$ cat config.mk
export PLATFORM = sky130hd
export DESIGN_NAME = tdm_dmux8_1to4
export DESIGN_NICKNAME = d
export VERILOG_FILES = /design/src/rtl/tdm_dmux8_1to4.sv
export SDC_FILE = /design/constraint.sdc
export NUM_CORES = 1
export LEC_CHECK = 0
export ABC_AREA = 1
export CAP_MARGIN = 20
export CORE_ASPECT_RATIO = 0.75
export CORE_UTILIZATION = 51
export CTS_CLUSTER_DIAMETER = 150
export DETAILED_ROUTE_END_ITERATION = 7
export HOLD_SLACK_MARGIN = 0.12
export MAX_ROUTING_LAYER = met4
export PLACE_DENSITY_LB_ADDON = 0.1
export SLEW_MARGIN = 15
export SYNTH_ARGS = -nofsm -noshare
export SYNTH_HDL_FRONTEND = slang
export SYNTH_SLANG_ARGS = --single-unit
$ cat constraint.sdc
create_clock -name clk -period 1.92 [get_ports clk]
set_input_delay 0.384 -clock clk [delete_from_list [all_inputs] [get_ports clk]]
set_output_delay 0.384 -clock clk [all_outputs]
set_load 0.02 [all_outputs]
$ cat src/rtl/tdm_dmux8_1to4.sv
// 1-to-4 TDM byte demultiplexer: collects W,X,Y,Z bytes framed by sof into registered lanes.
// Optional saturating error counter output err_count when TDM_DMUX_ERRCNT_EN is defined.
module tdm_dmux8_1to4 (
   input  logic       clk,
   input  logic       rst,
   input  logic [7:0] din,
   input  logic       din_valid,
   input  logic       sof,
   output logic [7:0] W,
   output logic [7:0] X,
   output logic [7:0] Y,
   output logic [7:0] Z,
   output logic       frame_valid,
   output logic       frame_err,
   output logic [1:0] slot
`ifdef TDM_DMUX_ERRCNT_EN
   ,
   output logic [7:0] err_count
`endif
);

   typedef enum logic {StHunt, StCollect} state_e;

   state_e     r_state, w_state_d;
   logic [1:0] r_slot, w_slot_d;
   logic [7:0] r_shadow0, r_shadow1, r_shadow2;
   logic [7:0] w_shadow0_d, w_shadow1_d, w_shadow2_d;
   logic [7:0] r_w, r_x, r_y, r_z;
   logic [7:0] w_w_d, w_x_d, w_y_d, w_z_d;
   logic       r_frame_valid, w_frame_valid_d;
   logic       r_frame_err, w_frame_err_d;
   logic       w_discard;

   always_comb begin
      w_state_d       = r_state;
      w_slot_d        = r_slot;
      w_shadow0_d     = r_shadow0;
      w_shadow1_d     = r_shadow1;
      w_shadow2_d     = r_shadow2;
      w_w_d           = r_w;
      w_x_d           = r_x;
      w_y_d           = r_y;
      w_z_d           = r_z;
      w_frame_valid_d = 1'b0;
      w_frame_err_d   = 1'b0;
      w_discard       = 1'b0;
      if (din_valid) begin
         if (sof) begin
            // An sof mid-frame aborts the partial frame and restarts on this byte.
            w_frame_err_d = (r_state == StCollect);
            w_shadow0_d   = din;
            w_slot_d      = 2'd1;
            w_state_d     = StCollect;
         end else if (r_state == StHunt) begin
            w_discard = 1'b1;
         end else begin
            unique case (r_slot)
               2'd1: begin
                  w_shadow1_d = din;
                  w_slot_d    = 2'd2;
               end
               2'd2: begin
                  w_shadow2_d = din;
                  w_slot_d    = 2'd3;
               end
               default: begin
                  w_w_d           = r_shadow0;
                  w_x_d           = r_shadow1;
                  w_y_d           = r_shadow2;
                  w_z_d           = din;
                  w_frame_valid_d = 1'b1;
                  w_slot_d        = 2'd0;
                  w_state_d       = StHunt;
               end
            endcase
         end
      end
   end

   always_ff @(posedge clk) begin
      if (rst) begin
         r_state       <= StHunt;
         r_slot        <= 2'd0;
         r_shadow0     <= 8'h00;
         r_shadow1     <= 8'h00;
         r_shadow2     <= 8'h00;
         r_w           <= 8'h00;
         r_x           <= 8'h00;
         r_y           <= 8'h00;
         r_z           <= 8'h00;
         r_frame_valid <= 1'b0;
         r_frame_err   <= 1'b0;
      end else begin
         r_state       <= w_state_d;
         r_slot        <= w_slot_d;
         r_shadow0     <= w_shadow0_d;
         r_shadow1     <= w_shadow1_d;
         r_shadow2     <= w_shadow2_d;
         r_w           <= w_w_d;
         r_x           <= w_x_d;
         r_y           <= w_y_d;
         r_z           <= w_z_d;
         r_frame_valid <= w_frame_valid_d;
         r_frame_err   <= w_frame_err_d;
      end
   end

   assign W           = r_w;
   assign X           = r_x;
   assign Y           = r_y;
   assign Z           = r_z;
   assign frame_valid = r_frame_valid;
   assign frame_err   = r_frame_err;
   assign slot        = r_slot;

`ifdef TDM_DMUX_ERRCNT_EN
   logic [7:0] r_err_count;

   // Abort and HUNT discard are mutually exclusive, so one increment per cycle suffices.
   always_ff @(posedge clk) begin
      if (rst) begin
         r_err_count <= 8'h00;
      end else if ((w_frame_err_d || w_discard) && (r_err_count != 8'hFF)) begin
         r_err_count <= r_err_count + 8'd1;
      end
   end

   assign err_count = r_err_count;
`else
   logic w_unused;
   assign w_unused = w_discard;
`endif

endmodule

## Word-level counts from Yosys, hierarchy flattened

Index checks and enable logic that the tools add are counted.

| cells by class | value |
|---|---|
| bitwise gates (word level) | 4 |
| reductions and logical operators | 9 |
| multiplexer cells | 7 |
| eq/ne operators | 2 |

Operators with widths:

| cell | number |
|---|---|
| AND reduction 4 bit | 3 |
| 2-to-1 mux 1 bit | 4 |
| 2-to-1 mux 2 bit | 2 |
| inverter 1 bit | 4 |
| case mux 2 bit (2 select lines) | 1 |
| AND reduction 2 bit | 2 |
| OR reduction 4 bit | 1 |
| OR reduction 3 bit | 1 |
| equality test 2 x 1 -> 1 bit, second input constant | 1 |
| equality test 2 bit, second input constant | 1 |
| nonzero test 2 bit | 1 |
| OR reduction 2 bit | 1 |

| storage, ports and cells | value |
|---|---|
| output and inout port bits | 36 |
| bits in registers | 61 |
| logic and storage cells | 33 |

## Depth between registers and ports, before layout

Gate-level depths: netlist (run 1).

| depth | value |
|---|---|
| depth after elaboration | 5 |
| gate-level depth with buffers | 8 |
| mapped depth without buffers | 7 |

## Least setup slack after synthesis (run 1)

Ideal clock, no wire load.

| path | value |
|---|---|
| path type | reg2reg |
| start point | register r_slot[0], in the netlist slot[0] |
| end point | register r_w[0], in the netlist W[0] |
| path slack | 0.379 ns |
| arrival | 1.428 ns |
| buffers on the path | 1 |
| period minus slack after synthesis | 1.541 ns |
| cell stages (with the launch flop) | 9 |
| path through | dfxtp_1 -> inv_1 -> ha_1 -> inv_1 -> nor2_1 -> buf_2 -> nand3_1 -> nand2_1 -> nor2_1 |

| between the ends | value |
|---|---|
| word-level cells in the longest chain between the ends | 4 |
| elaborated cells between the ends (all ways) | 5 |
| classes of those cells | 2 x eq/ne; 1 x bitwise; 2 x reduce/logical |

Ends and longest elaborated chain:

| item | RTL line | source |
|---|---|---|
| from (decl) | 25 | `logic [1:0] r_slot, w_slot_d;` |
| from (signal assigned) | 95 | `r_slot <= w_slot_d;` |
| equality test 2 bit or equality test 2 x 1 -> 1 bit (tied branches) | 57 | `unique case (r_slot)` |
| OR reduction 2 bit (no line) (*) | - |  |
| inverter 1 bit (no line) (*) | - |  |
| AND reduction 4 bit (no line) (*) | - |  |
| to (signal assigned) | 99 | `r_w <= w_w_d;` |
| to (decl) | 28 | `logic [7:0] r_w, r_x, r_y, r_z;` |

Every way passes the cells marked *; elsewhere a longest branch is shown, timed or not.
A chain may end at the register's enable or synchronous reset.

## Worst setup path after layout (run 1)

| path | value |
|---|---|
| start point | register r_slot[0], in the netlist slot[0] |
| end point | register r_z[3], in the netlist Z[3] |

| between the ends | value |
|---|---|
| word-level cells in the longest chain between the ends | 4 |
| elaborated cells between the ends (all ways) | 5 |
| classes of those cells | 2 x eq/ne; 1 x bitwise; 2 x reduce/logical |

Ends and longest elaborated chain:

| item | RTL line | source |
|---|---|---|
| equality test 2 bit or equality test 2 x 1 -> 1 bit (tied branches) | 57 |  |
| OR reduction 2 bit (no line) (*) | - |  |
| inverter 1 bit (no line) (*) | - |  |
| AND reduction 4 bit (no line) (*) | - |  |
| to (signal assigned) | 102 | `r_z <= w_z_d;` |
| to (decl) | 28 |  |

Marked as above.

==> impl_metrics.yaml, run 1 <==
sta:
  setup_tns_ns: 0
  relSlewSlack_pct: 61.9
  finalCriticalPeriod_ns: 1.76
  rsz0062_at_grt: "false"
  finalClockSkew_ns: 0.0103
  max_freq_ghz: 0.569
  fin_crit_sh_pct: 91.5
  slew_violations: 0
  fin_hold_ws_ns: 0.456
  finalSetupViolations: 0
  worst_pin_slew_ns: 0.570
  fin_ws_ns: 0.163
  hold_viol: 0
yosys:
  ys_seq_elements: 61
  yosys.area.top_type: "dfxtp_1"
  yosysSeqAreaShare_pct: 48.9
  yosysTopAreaCellShare_pct: 48.9
  synth_area_leaders: "dfxtp_1, nor2_1, nand3_1"
  yosysUniqueCellTypes: 18
  netlist_instances: 355
  synth.avg_cell_area_um2: 7.03
  yosysWarnings: 0
  mappedNetlistNets: 369
  syn_area_mm2: 0.00249
clock_network:
  clock_latency_ns: 0.34
  cts_buffers: 9
  cts_setup_buffers: 0
  cts_tree: "yes"
  htree_levels: 3
  clkSinkCount: 61
  cts_root_buf: "clkbuf_8"
  clkTransAtPathRegs_ns: 0.07
  clk_path_buf_depth: 2
finish:
  post_layout_nonfiller_instances: 466
  fin_nets: 418
  area_growth_pct: 29.1
  fillers: 421
  layout_common_cells: "nor2_1, dfxtp_1, nand2_1, nand3_1, clkdlybuf4s50_1"
  utilization_pct: 70.5
  drive_above_1_share_pct: 8.07
  final_common_cell: "nor2_1"
  antenna_cells: 0
setup_path:
  rrSetupSlack_ns: 0.16
  crit_buf_inv: 1
  critical_path.most_common_cell: "nor2_1"
  start_kind: "flip-flop"
  crit_path_cell_trace: "inv_1, ha_1, nand2_1, nor2_4, nor2_1, nor2_1"
  critPathMaxFanout: 16
  max_stage_delay_ns: 0.44
  path_class: "flip-flop to flip-flop"
  critical-path-slowest-cell: "nor2_4"
  endpoint_kind: "flip-flop"
  cp.arrival_ns: 2.02
  cp.required_ns: 2.19
  cpLargestDelayFamily: "simple AND/OR/NAND/NOR gates"
drt:
  wl_per_cell_um: 11.9
  dr_total_vias: 2278
  remaining_drc_errors: 0
  finalWirelength_um: 5560
  vias_per_cell: 4.89
  detail-route-antenna-nets: 0
  dr.pass1.iters: 4
  drt_iter0_drc: 125
global_route:
  grt_usage_pct: 24.4
  grt_pass1_wl_um: 9130
  grt_pass1_vias: 2137
  gr-total-overflow: 0
  antenna_found_initial: 0
  grt_max_degree: 57
floorplanning:
  core_mm2: 0.00457
  die_width_um: 82.8
  initial_utilization_pct: 54.6
  die-area_mm2: 0.00518
  num_io_pins: 48
  fp.dieH_um: 62.6
  rows: 21
pwr:
  p_per_area_mw_per_mm2: 809
  ir_drop_uv: 579
  p_leak_uw: 0.00130
placement:
  place.gp.congestion: 0.798
  port_buffers: 47
  dp.cells: 449
  post-place-ws_ns: 0.0132
  hpwl_um: 3380
job:
  maxCapViolations: 0
status:
  status: "finished, final reports clean"
worst_hold_path:
  holdCritPathClass: "flip-flop to flip-flop"
==> sequential cells by signal, summed over array words and instances, names as in the netlist <==
name / count
r_state: 1
slot: 2
Z: 8
W: 8
frame_err: 1
r_shadow1: 8
r_shadow2: 8
r_shadow0: 8
frame_valid: 1
Y: 8
X: 8
==> timing repair <==
| item | CTS | global route |
|---|---|---|
| hold buffers | 0 | 0 |
| hold endpoints to repair | 0 | 0 |
| setup endpoints to repair | 0 | 11 |
| gates resized for setup | 0 | 1 |
==> stage by stage <==
stage | area [um^2] | total power (uW)
floorplan | 2490 | 1510
global placement | 3030 | 1610
detailed placement | 3030 | 1620
CTS | 3210 | 2620
global route | 3220 | 2730
finish | 3220 | 2610
==> report_power, final <==
| group | switching [uW] | internal [uW] | total [uW] |
|---|---|---|---|
| sequential | 15.7 | 1300 | 1310 |
| clock | 481 | 532 | 1010 |
| combinational | 163 | 116 | 279 |
==> area by class of cell <==
class | count | area [um^2] | share of cell area (%)
Sequential cell | 61 | 1220 | 37.9
Multi-Input combinational cell | 236 | 1030 | 31.8
Timing Repair Buffer | 56 | 576 | 17.9
Clock buffer | 12 | 155 | 4.82
Inverter | 40 | 150 | 4.66
Tap cell | 57 | 71.3 | 2.21
Clock inverter | 4 | 22.5 | 0.699
==> routing by layer <==
layer / up-vias / wire length [um] / global-route usage [%]
met5: - / 0 / -
met3: 6 / 415 / 9.34
met2: 67 / 2590 / 39.7
met1: 1017 / 2510 / 27.3
met4: 0 / 51 / 7.97
li1: 1188 / - / -
==> final timing paths <==
path / startpoint / to / cells past startpoint
worst max-delay path: slot[0]$_SDFFE_PP0P_ / Z[3]$_SDFFE_PP0P_ / 6
worst min-delay path: r_shadow0[0]$_SDFFE_PP0P_ / r_shadow0[0]$_SDFFE_PP0P_ / 2
worst max register to register: slot[0]$_SDFFE_PP0P_ / Z[3]$_SDFFE_PP0P_ / 6
worst min register to register: r_shadow0[0]$_SDFFE_PP0P_ / r_shadow0[0]$_SDFFE_PP0P_ / 2
==> cell families after synthesis <==
kind of cell	synth area share [%]
simple gates	35.6
flops	48.9
buf+inv	10.5
compound gates	3.96
fa+ha+maj	1.00
==> worst reg2reg max path, cell delays in order (launching register included) <==
cell and delay, ns:
dfxtp_1 0.39, inv_1 0.06, ha_1 0.34, nand2_1 0.22, nor2_4 0.45, nor2_1 0.10, nor2_1 0.13
==> cells in the mapped netlist <==
master / count
nor2_1: 100
dfxtp_1: 61
nand2_1: 58
nand3_1: 50
inv_1: 38
buf_2: 11
a21oi_1: 10
o21ai_0: 8
buf_4: 3
clkbuf_1: 3
buf_6: 2
ha_1: 2
inv_2: 2
nor2_2: 2
nor3_1: 2
a21oi_2: 1
nand2_4: 1
nor2_4: 1
No activity file was read; power rests on OpenSTA's default activity.
==> inputs of run 2 (changes only) <==
Settings changed: GPL_TIMING_DRIVEN from default to 0.
==> run 2 against run 1 <==
Effect of this change: worst hold slack got worse by 0.0068 ns; worst setup slack improved by 0.022 ns; sequential power about the same; critical path type is now flip-flop to primary output; maximum frequency increased by 1.3%; non-clock buffer count increased by 10; register-to-register slack improved by 0.12 ns; total power increased by 7.3%; largest power group unchanged; clock-buffer cell count decreased by 1; clock power increased by 20%.
==> impl_metrics.yaml, run 2 (synthesis results as in run 1) <==
status:
  status: "finished, final reports clean"
setup_path:
  critPathMaxFanout: 4
  cp.required_ns: 1.54
  rrSetupSlack_ns: 0.28
  cp.arrival_ns: 1.35
  reg2reg_depth: 8
  cpLargestDelayFamily: "buffers and inverters"
  critical-path-slowest-cell: "clkdlybuf4s50_1"
  start_kind: "flip-flop"
  r2r_start: "slot[0]$_SDFFE_PP0P_"
  crit_path_cell_trace: "clkdlybuf4s50_1"
  r2r_end: "Z[0]$_SDFFE_PP0P_"
  endpoint_kind: "primary output"
  path_class: "flip-flop to primary output"
  crit_buf_inv: 1
  max_stage_delay_ns: 0.62
floorplanning:
  die-area_mm2: 0.00518
  initial_utilization_pct: 54.6
  core_mm2: 0.00457
  fp.dieH_um: 62.6
  die_width_um: 82.8
  num_io_pins: 48
  rows: 21
global_route:
  antenna_found_initial: 0
  gr-total-overflow: 0
  grt_usage_pct: 25.0
  grt_max_degree: 11
  grt_pass1_wl_um: 9250
  grt_pass1_vias: 2112
sta:
  setup_tns_ns: 0
  fin_ws_ns: 0.185
  finalSetupViolations: 0
  hold_viol: 0
  relSlewSlack_pct: 65.1
  finalCriticalPeriod_ns: 1.74
  rsz0062_at_grt: "false"
  worst_pin_slew_ns: 0.522
  slew_violations: 0
  finalClockSkew_ns: 0.00584
  max_freq_ghz: 0.576
  fin_crit_sh_pct: 90.4
clock_network:
  clkSinkCount: 61
  cts_root_buf: "clkbuf_8"
  cts_hold_buf: 0
  cts_buffers: 9
  cts_setup_buffers: 0
  clock_latency_ns: 0.35
  clkTransAtPathRegs_ns: 0.07
  htree_levels: 3
  cts_tree: "yes"
  clk_path_buf_depth: 2
  cts_resized: 0
worst_hold_path:
  hold_start: "r_shadow0[0]$_SDFFE_PP0P_"
  min_path_cells: 2
  holdCritPathClass: "flip-flop to flip-flop"
  hold_path_end: "r_shadow0[0]$_SDFFE_PP0P_"
finish:
  multi_input_area_mm2: 0.00101
  final_common_cell: "nor2_1"
  final_area_mm2: 0.00324
  drive_above_1_share_pct: 8.85
  final-seq-area_mm2: 0.00122
  fin_nets: 427
  area_growth_pct: 30.0
  fillers: 418
  layout_common_cells: "nor2_1, dfxtp_1, nand2_1, nand3_1, clkdlybuf4s50_1"
  utilization_pct: 70.9
  antenna_cells: 0
pwr:
  ir_drop_uv: 478
  p_clk_share_pct: 43.3
  switching_share_pct: 23.7
  pwr-share-seq_pct: 46.9
  p_comb_share_pct: 9.8
  netSwitchingPower_uw: 665
  p_leak_uw: 0.00133
  p_int_uw: 2130
  p_per_area_mw_per_mm2: 863
drt:
  remaining_drc_errors: 0
  wl_per_cell_um: 11.3
  dr_total_vias: 2258
  finalWirelength_um: 5380
  wl_met2_um: 2390
  detail-route-antenna-nets: 0
  met1_length_um: 2510
  drt_iter0_drc: 162
  dr.pass1.iters: 4
  dr.max_layer_used: "met4"
  dr_wl_met3_um: 410
  vias_per_cell: 4.75
placement:
  port_buffers: 47
  post-place-ws_ns: 0.130
  place.gp.congestion: 0.865
  hpwl_um: 3870
  place_area_mm2: 0.00304
job:
  maxCapViolations: 0
## run 2: cell types whose count changed in the layout (fill, tap and decap cells not counted), moves of 3 or more
cell and change:
buf_4 -3, buf_12 -3, clkbuf_1 +4, buf_2 +11
## run 2: worst max-delay path by stage
stage	startpoint	end	slack, ns	cells past startpoint
after CTS	slot[0]$_SDFFE_PP0P_	slot[0]	0.17	1
final	slot[0]$_SDFFE_PP0P_	slot[0]	0.18	1
after global placement	sof	Z[6]$_SDFFE_PP0P_	0.09	6
after global routing	slot[0]$_SDFFE_PP0P_	X[7]$_SDFFE_PP0P_	0.12	8
after detailed placement	sof	X[7]$_SDFFE_PP0P_	0.13	6
after floorplan	slot[0]$_SDFFE_PP0P_	W[0]$_SDFFE_PP0P_	0.38	8
## run 2: power groups by stage
stage / Sequential, uW / Combinational, uW / Clock (uW)
floorplan: 1370 / 142 / 0
global placement: 1340 / 269 / 0
detailed placement: 1340 / 272 / 0
CTS: 1310 / 273 / 1230
global route: 1320 / 305 / 1300
finish: 1310 / 273 / 1210
## run 2: through the flow
step | hold slack, ns | instances | total power (uW)
3_5_place_dp | 0.443 | 459 | 1610
5_1_grt | 0.473 | 475 | 2920
3_3_place_gp | 0.437 | 459 | 1610
4_1_cts | 0.452 | 475 | 2820
2_1_floorplan | 0.429 | 355 | 1510
6_report | 0.449 | 475 | 2800
## run 2: area by class of cell
class                      count  share of cell area, %
buffer                        19                   3.43
clock buffer                  11                   4.05
clock inverter                 5                   2.31
inverter                      40                   4.63
multi-input combinational    235                   31.2
sequential                    61                   37.7
tap                           57                   2.20
timing repair buffer          47                   14.5
## run 2: metal layers
| layer | vias to the layer above | global-route usage [%] |
|---|---|---|
| li1 | 1206 | - |
| met1 | 973 | 30.3 |
| met2 | 71 | 37.6 |
| met3 | 8 | 8.03 |
| met4 | 0 | 11.4 |
| met5 | - | - |
## run 2: worst min-delay path, cell delays in order (launching register included)
cell     delay (ns)
dfxtp_1        0.30
inv_1          0.06
a21oi_1        0.05
